## src/rtl/cpu_types_pkg.sv

```systemverilog
`default_nettype none
// +------------------------------------------------------------------+
// | cpu_types_pkg                                                    |
// | Shared CPU word and RAM handshake types.                         |
// | Revision: 1.0                                                    |
// +------------------------------------------------------------------+
package cpu_types_pkg;

  localparam int c_WORD_W = 32;

  typedef logic [c_WORD_W-1:0] word_t;

  typedef enum logic [1:0] {
    FREE   = 2'b00,
    BUSY   = 2'b01,
    ACCESS = 2'b10,
    ERROR  = 2'b11
  } ramstate_t;

endpackage
`default_nettype wire

```

## src/rtl/mem_arbiter.sv

```systemverilog
`default_nettype none
// +------------------------------------------------------------------+
// | mem_arbiter                                                      |
// | Single-port RAM arbiter between icache and dcache with data      |
// | priority bounded by a starvation limit, timeout and abort.       |
// | Revision: 1.0                                                    |
// +------------------------------------------------------------------+
module mem_arbiter
  import cpu_types_pkg::*;
#(
  parameter int MAX_WAIT   = 15,
  parameter int STARVE_LIM = 2
) (
  input  logic                CLK,
  input  logic                RST,
  input  logic                iREN,
  input  logic [c_WORD_W-1:0] iaddr,
  output logic                iwait,
  output logic [c_WORD_W-1:0] iload,
  input  logic                dREN,
  input  logic                dWEN,
  input  logic [c_WORD_W-1:0] daddr,
  input  logic [c_WORD_W-1:0] dstore,
  output logic                dwait,
  output logic [c_WORD_W-1:0] dload,
  output logic                ramREN,
  output logic                ramWEN,
  output logic [c_WORD_W-1:0] ramaddr,
  output logic [c_WORD_W-1:0] ramstore,
  input  logic [c_WORD_W-1:0] ramload,
  input  ramstate_t           ramstate,
  output logic                err
);

  localparam int c_WCW = (MAX_WAIT < 2) ? 1 : $clog2(MAX_WAIT);
  localparam int c_SCW = (STARVE_LIM < 1) ? 1 : $clog2(STARVE_LIM + 1);
  localparam logic [c_WCW-1:0] c_WAIT_LAST  = c_WCW'(MAX_WAIT - 1);
  localparam logic [c_SCW-1:0] c_STARVE_TOP = c_SCW'(STARVE_LIM);

  typedef enum logic [1:0] {
    S_IDLE = 2'd0,
    S_DACC = 2'd1,
    S_IACC = 2'd2
  } arbState_t;

  arbState_t        r_state;
  arbState_t        w_next;
  logic [c_WCW-1:0] r_waitCnt;
  logic [c_SCW-1:0] r_starveCnt;
  logic             w_dReq;
  logic             w_starved;
  logic             w_fail;
  logic             w_grant;

  assign w_dReq    = dREN | dWEN;
  assign w_starved = iREN && (r_starveCnt == c_STARVE_TOP);
  // This cycle is the last one allowed without ACCESS, or RAM reported a fault.
  assign w_fail    = (ramstate == ERROR) ||
                     ((ramstate != ACCESS) && (r_waitCnt == c_WAIT_LAST));
  assign w_grant   = (r_state == S_IDLE) && (w_dReq || iREN);

  always_comb begin
    w_next   = r_state;
    ramREN   = 1'b0;
    ramWEN   = 1'b0;
    ramaddr  = '0;
    ramstore = '0;
    iwait    = 1'b1;
    dwait    = 1'b1;
    iload    = '0;
    dload    = '0;
    err      = 1'b0;
    case (r_state)
      S_IDLE: begin
        if (w_dReq && !w_starved) begin
          w_next = S_DACC;
        end else if (iREN) begin
          w_next = S_IACC;
        end
      end
      S_DACC: begin
        if (!w_dReq) begin
          w_next = S_IDLE;
        end else begin
          ramWEN   = dWEN;
          ramREN   = dREN & ~dWEN;
          ramaddr  = daddr;
          ramstore = dstore;
          // A zero wait count only occurs in the first cycle of an access.
          if (dREN && dWEN && (r_waitCnt == '0)) begin
            err = 1'b1;
          end
          if (ramstate == ACCESS) begin
            dwait  = 1'b0;
            dload  = dWEN ? '0 : ramload;
            w_next = S_IDLE;
          end else if (w_fail) begin
            dwait  = 1'b0;
            err    = 1'b1;
            w_next = S_IDLE;
          end
        end
      end
      S_IACC: begin
        if (!iREN) begin
          w_next = S_IDLE;
        end else begin
          ramREN  = 1'b1;
          ramaddr = iaddr;
          if (ramstate == ACCESS) begin
            iwait  = 1'b0;
            iload  = ramload;
            w_next = S_IDLE;
          end else if (w_fail) begin
            iwait  = 1'b0;
            err    = 1'b1;
            w_next = S_IDLE;
          end
        end
      end
      default: w_next = S_IDLE;
    endcase
  end

  always_ff @(posedge CLK or posedge RST) begin
    if (RST) begin
      r_state <= S_IDLE;
    end else begin
      r_state <= w_next;
    end
  end

  always_ff @(posedge CLK or posedge RST) begin
    if (RST) begin
      r_waitCnt   <= '0;
      r_starveCnt <= '0;
    end else begin
      if (w_grant) begin
        r_waitCnt <= '0;
      end else if ((r_state != S_IDLE) && (ramstate != ACCESS) &&
                   (r_waitCnt != c_WAIT_LAST)) begin
        r_waitCnt <= r_waitCnt + c_WCW'(1);
      end
      if (r_state == S_IDLE) begin
        if (!iREN || (w_next == S_IACC)) begin
          r_starveCnt <= '0;
        end else if ((w_next == S_DACC) && (r_starveCnt != c_STARVE_TOP)) begin
          r_starveCnt <= r_starveCnt + c_SCW'(1);
        end
      end
    end
  end

endmodule
`default_nettype wire

```

## config.mk

```make
export PLATFORM = sky130hd
export DESIGN_NAME = mem_arbiter
export DESIGN_NICKNAME = d
export VERILOG_FILES = /design/src/rtl/cpu_types_pkg.sv /design/src/rtl/mem_arbiter.sv
export SDC_FILE = /design/constraint.sdc
export NUM_CORES = 1
export LEC_CHECK = 0
export BUFFER_PORTS_ARGS = -buffer_cell sky130_fd_sc_hd__buf_2
export CORE_AREA = 3 3 102 104
export CTS_CLUSTER_DIAMETER = 100
export DETAILED_ROUTE_END_ITERATION = 6
export DIE_AREA = 0 0 105 107
export PLACE_DENSITY = 0.57
export SYNTH_ARGS = -nofsm -noshare
export SYNTH_HDL_FRONTEND = slang
export SYNTH_SLANG_ARGS = --single-unit
```

## constraint.sdc

```tcl
create_clock -name CLK -period 2.36 [get_ports CLK]
set_clock_uncertainty 0.1 [all_clocks]
set_input_delay 0.472 -clock CLK [delete_from_list [all_inputs] [get_ports CLK]]
set_output_delay 0.472 -clock CLK [all_outputs]
set_load 0.01 [all_outputs]
```

* Word-level counts from Yosys, hierarchy flattened
Index checks and enable logic that the tools add are counted.
** Word-level totals
- Flip-flop bits (word level) :: 8
- Bits of input ports :: 135
- Output and inout bits :: 133
- Word-level logic and storage cells :: 81
** Operators by class
- Add/sub/neg operators :: 2
- Eq/ne operators :: 11
- Muxes and demuxes :: 42
- Bitwise gates (word level) :: 3
- Reductions and logical operators :: 20
** Operators with widths (count)
- 2-to-1 mux 32 bit :: 11
- case mux 32 bit (2 select lines) :: 1
- 2-to-1 mux 1 bit :: 17
- 2-to-1 mux 2 bit :: 8
- == test 2 bit, second input constant :: 5
- logical AND 1 bit :: 9
- 2-to-1 mux 4 bit :: 2
- case mux 2 bit (3 select lines) :: 1
- nonzero test 2 bit :: 3
- adder 4 x 1 -> 4 bit, second input constant :: 1
- == test 2 x 1 -> 1 bit, second input constant :: 2
- == test 4 bit, second input constant :: 1
- logical NOT 4 bit :: 1
- inequality test 2 bit, second input constant :: 2
- inequality test 4 bit, second input constant :: 1
- case mux 1 bit (2 select lines) :: 2
- logical OR 1 bit :: 3
- adder 2 x 1 -> 2 bit, second input constant :: 1
- logical NOT 1 bit :: 2
- logical NOT 2 bit :: 1
- AND reduction 2 bit :: 1
- AND 1 bit :: 1
- NOT 1 bit :: 1
- bitwise OR 1 bit :: 1

* Logic depth before layout (Yosys ltp)
- Depth after elaboration :: 11
- Depth in mapped cells :: 8
- Mapped depth without buffers :: 7

* Worst setup path before layout
No wires, ideal clock.
- Path kind :: reg-to-output
- From :: reg r_state[0]
- To :: out err
- Arrival :: 1.621 ns
- Setup slack :: 0.167 ns
- Cell stages (with the launch flop) :: 9
- Buffers on the path :: 3
- Cells stage by stage :: dfrtp_1 > inv_1 > ha_1 > and2_1 > buf_4 > clkbuf_1 > clkbuf_1 > o21ai_0 > nor2_1
** Between the ends
- Word-level cells in the longest chain between the ends :: 2
- Elaborated cells between the ends (all ways) :: 3
- Classes of those cells :: eq/ne: 2; mux: 1
** RTL lines
- start, declared :: line mem_arbiter.sv:46 : arbState_t r_state;
- start signal, assigned :: line mem_arbiter.sv:129 : r_state <= w_next;
- == test 2 bit / == test 2 x 1 -> 1 bit (equally long branches) :: line mem_arbiter.sv:73 : case (r_state)
- case mux 1 bit (2 select lines) (*) :: line mem_arbiter.sv:73
- end, declared :: line mem_arbiter.sv:32 : output logic err
Every way passes the cells marked *; elsewhere a longest branch is shown, timed or not.

* Final worst setup path
- From :: reg r_state[1]
- To :: out ramaddr[14]
** Between the ends
- Word-level cells in the longest chain between the ends :: 2
- Elaborated cells between the ends (all ways) :: 3
- Classes of those cells :: eq/ne: 2; mux: 1
** RTL lines
- == test 2 bit / == test 2 x 1 -> 1 bit (equally long branches) :: line mem_arbiter.sv:73
- case mux 32 bit (2 select lines) (*) :: line mem_arbiter.sv:73
- end, declared :: line mem_arbiter.sv:28 : output logic [c_WORD_W-1:0] ramaddr,
Marks and branches as above.

==> impl_metrics.env <==
export IMPL_status="finished, final reports clean"
export IMPL_muxShareOfSynthArea=0.0110
export IMPL_io_pins=268
export IMPL_rows=36
export IMPL_syn_num_nets=402
export IMPL_clk_latency_ps=240
export IMPL_n_antenna_cell=0
export IMPL_max_freq_ghz=0.431
export IMPL_worstPathRequired_ps=1790
export IMPL_worst_slew_pin_slew_ps=326
export IMPL_firstDrtPassIters=4
export IMPL_cellLeakagePower_nw=2.30
export IMPL_synth_adder_area_share=0.0550
export IMPL_globalRouteOverflowTotal=0
export IMPL_cts_buffers_inserted=3
export IMPL_critPathKind="flop to output port"
export IMPL_maxCapViolations=0
export IMPL_ys_top_cells_by_area="and3_1 22%, a22oi_1 13%, and2_1 12%, nor2b_1 11%, dfrtp_1 11%"
export IMPL_synth_compound_area_frac=0.217
export IMPL_p_per_area_nw_per_um2=692
export IMPL_utilization=0.377
export IMPL_drv_slew=0
export IMPL_initial_utilization=0.189
export IMPL_core_area_um2=9640
export IMPL_yosysWarnings=0
export IMPL_cts_clk_slew_worst_paths_ps=50
export IMPL_synth_top_area_frac=0.220
export IMPL_critPathLaunch="r_state[1]$_DFF_PP0_"
export IMPL_via_per_inst=4.53
export IMPL_ir_drop_mv=0.593
export IMPL_clockBufferDepth=2
export IMPL_drtAntennaViolNets=0
export IMPL_grt_pass1_wl_mm=14.3
export IMPL_area_delta_synth_final_pct=99.4
export IMPL_cts_root_buffer="clkbuf_8"
export IMPL_nNetsFinal=667
export IMPL_place_hpwl_mm=7.77
export IMPL_htreeDepth=1
export IMPL_drive_above_1_share=0.594
export IMPL_synth_ff_type="dfrtp_1"
export IMPL_cp_start_kind="flop"
export IMPL_grt_pass1_vias=2692
export IMPL_antenna_found_initial=0
export IMPL_fin_tns_setup_ps=0
export IMPL_min_period_ps=2320
export IMPL_holdWs_ps=74.3
export IMPL_port_buffers=267
export IMPL_synth_xor_area_frac=0.0144
export IMPL_chipWidth_um=105
export IMPL_setup_violations=0
export IMPL_finalHoldViolCount=0
export IMPL_slew_headroom=0.783
export IMPL_synth_cell_types=35
export IMPL_clock_sinks=8
export IMPL_cts_tree="done"
export IMPL_endpoint_kind="output port"
export IMPL_fill_cells=1043
export IMPL_grt_max_degree=65
export IMPL_yosysSeqAreaShare=0.110
export IMPL_synth_top_family_by_area="simple AND/OR/NAND/NOR gates"
export IMPL_hold_class="input pin to asynchronous set/reset pin"
export IMPL_vias=2964
export IMPL_route_detailed_drc=0
export IMPL_syn_area_um2=1820
export IMPL_postRouteWirelength_mm=10.2
export IMPL_grt_usage=0.152
export IMPL_yosys_area_top_type="and3_1"
export IMPL_synth_edff_count=0
export IMPL_r2r_slack_ps=190
export IMPL_place_congestion=0.849
export IMPL_min_period_over_period=0.983
export IMPL_critPathMaxFanout=33
export IMPL_drt_initial_drc_count=206
export IMPL_synth_seq_cells=8
export IMPL_die_area_um2=11200
export IMPL_synthArstFlopShare=1.00
export IMPL_avgSynthCellArea_um2=7.03
export IMPL_wl_per_cell_um=15.6
export IMPL_syn_inst=259
export IMPL_die_height_um=107
export IMPL_arrival_ps=1750
export IMPL_r2r_start="r_state[0]$_DFF_PP0_"
export IMPL_yosys_area_share_simple=0.509
repair_timing:
| item | 4_1_cts | 5_1_grt |
|---|---|---|
| hold buffers | 0 | 0 |
| endpoints found under the setup margin | 17 | 78 |
| gates resized for setup | 2 | 22 |
| cloned | 1 | 4 |
| pin swaps | 0 | 3 |
| setup buffers | 2 | 5 |
registers in the layout, summed over array words and instances, names as in the netlist:
name         count
r_waitCnt        4
r_starveCnt      2
r_state          2
power by group:
group / internal [mW] / switching [mW] / total [mW]
Clock: 0.112 / 0.0679 / 0.180
Sequential: 0.178 / 0.0442 / 0.223
Combinational: 1.04 / 1.07 / 2.11
Total: 1.33 / 1.18 / 2.51
stage by stage:
stage	cells	setup WS, ps	cell area (µm²)	power, mW
detailed placement	640	143	3340	2.06
global placement	640	180	3340	2.04
CTS	646	2.33	3410	2.31
floorplan	259	167	1820	1.30
finish	655	39.5	3630	2.51
global route	655	-18.7	3630	2.70
area by class of cell:
class,count,area [µm²],area share
well taps,133,166,0.0458
multi-input cells,215,1540,0.425
repair buffers,288,1650,0.454
inverters,8,30.0,0.00827
flip-flops and latches,8,201,0.0555
clock buffers,3,41.3,0.0114
layer usage:
metal	routed length [µm]	vias to the layer above	GRT usage
met5	0	-	0
met4	128	0	0.0281
met3	539	13	0.0265
met2	5280	106	0.284
met1	4270	1399	0.182
li1	-	1446	-
cells by family (layout without fill, tap and decap cells):
family                     after synthesis  in the layout
xor gates and xnor gates                 3              3
muxes                                    2              2
and+or+nand+nor                        153            153
DFF                                      8              8
AOI/OAI and AO/OA                       48             49
adders and majority gates                8              8
buffers and inverters                   37            299
cells in the final DEF, fill, tap and decap left out, drive strengths merged, types with 2 or more instances in the layout:
| cell | n |
|---|---|
| a22oi | 32 |
| a31oi | 2 |
| and2 | 36 |
| and3 | 64 |
| buf | 285 |
| clkbuf | 6 |
| dfrtp | 8 |
| ha | 8 |
| inv | 8 |
| mux2i | 2 |
| nand2 | 2 |
| nand2b | 3 |
| nand4 | 2 |
| nor2 | 10 |
| nor2b | 33 |
| nor3 | 2 |
| o21a | 3 |
| o22ai | 2 |
| xor2 | 2 |
critical path, stage by stage (launching register included):
cell	delay, ps
dfrtp_1	400
inv_2	80
buf_4	140
ha_1	350
buf_12	180
nor2b_2	190
buf_2	150
worst paths after layout:
kind / endpoint / depth (start not counted)
worst max-delay path: ramaddr[14] / 6
worst max register to register: r_starveCnt[1]$_DFFE_PP0P_ / 8
worst min register to register: r_starveCnt[0]$_DFFE_PP0P_ / 1
worst min-delay path: r_state[1]$_DFF_PP0_ / 2
min in group CLK: r_starveCnt[0]$_DFFE_PP0P_ / 1
max in group asynchronous: r_state[0]$_DFF_PP0_ / 2
cells in the mapped netlist (2+ instances only):
library cell  instances
nand4_1               2
ha_1                  8
and2_1               36
nand2_1               2
nor2b_1              33
and3_1               64
inv_1                 8
o22ai_1               2
clkbuf_1             26
dfrtp_1               8
nor3_1                2
a22oi_1              32
nor2_1               10
nand2b_1              3
xor2_1                2
mux2i_1               2
Power figures use the tool's default switching activity.
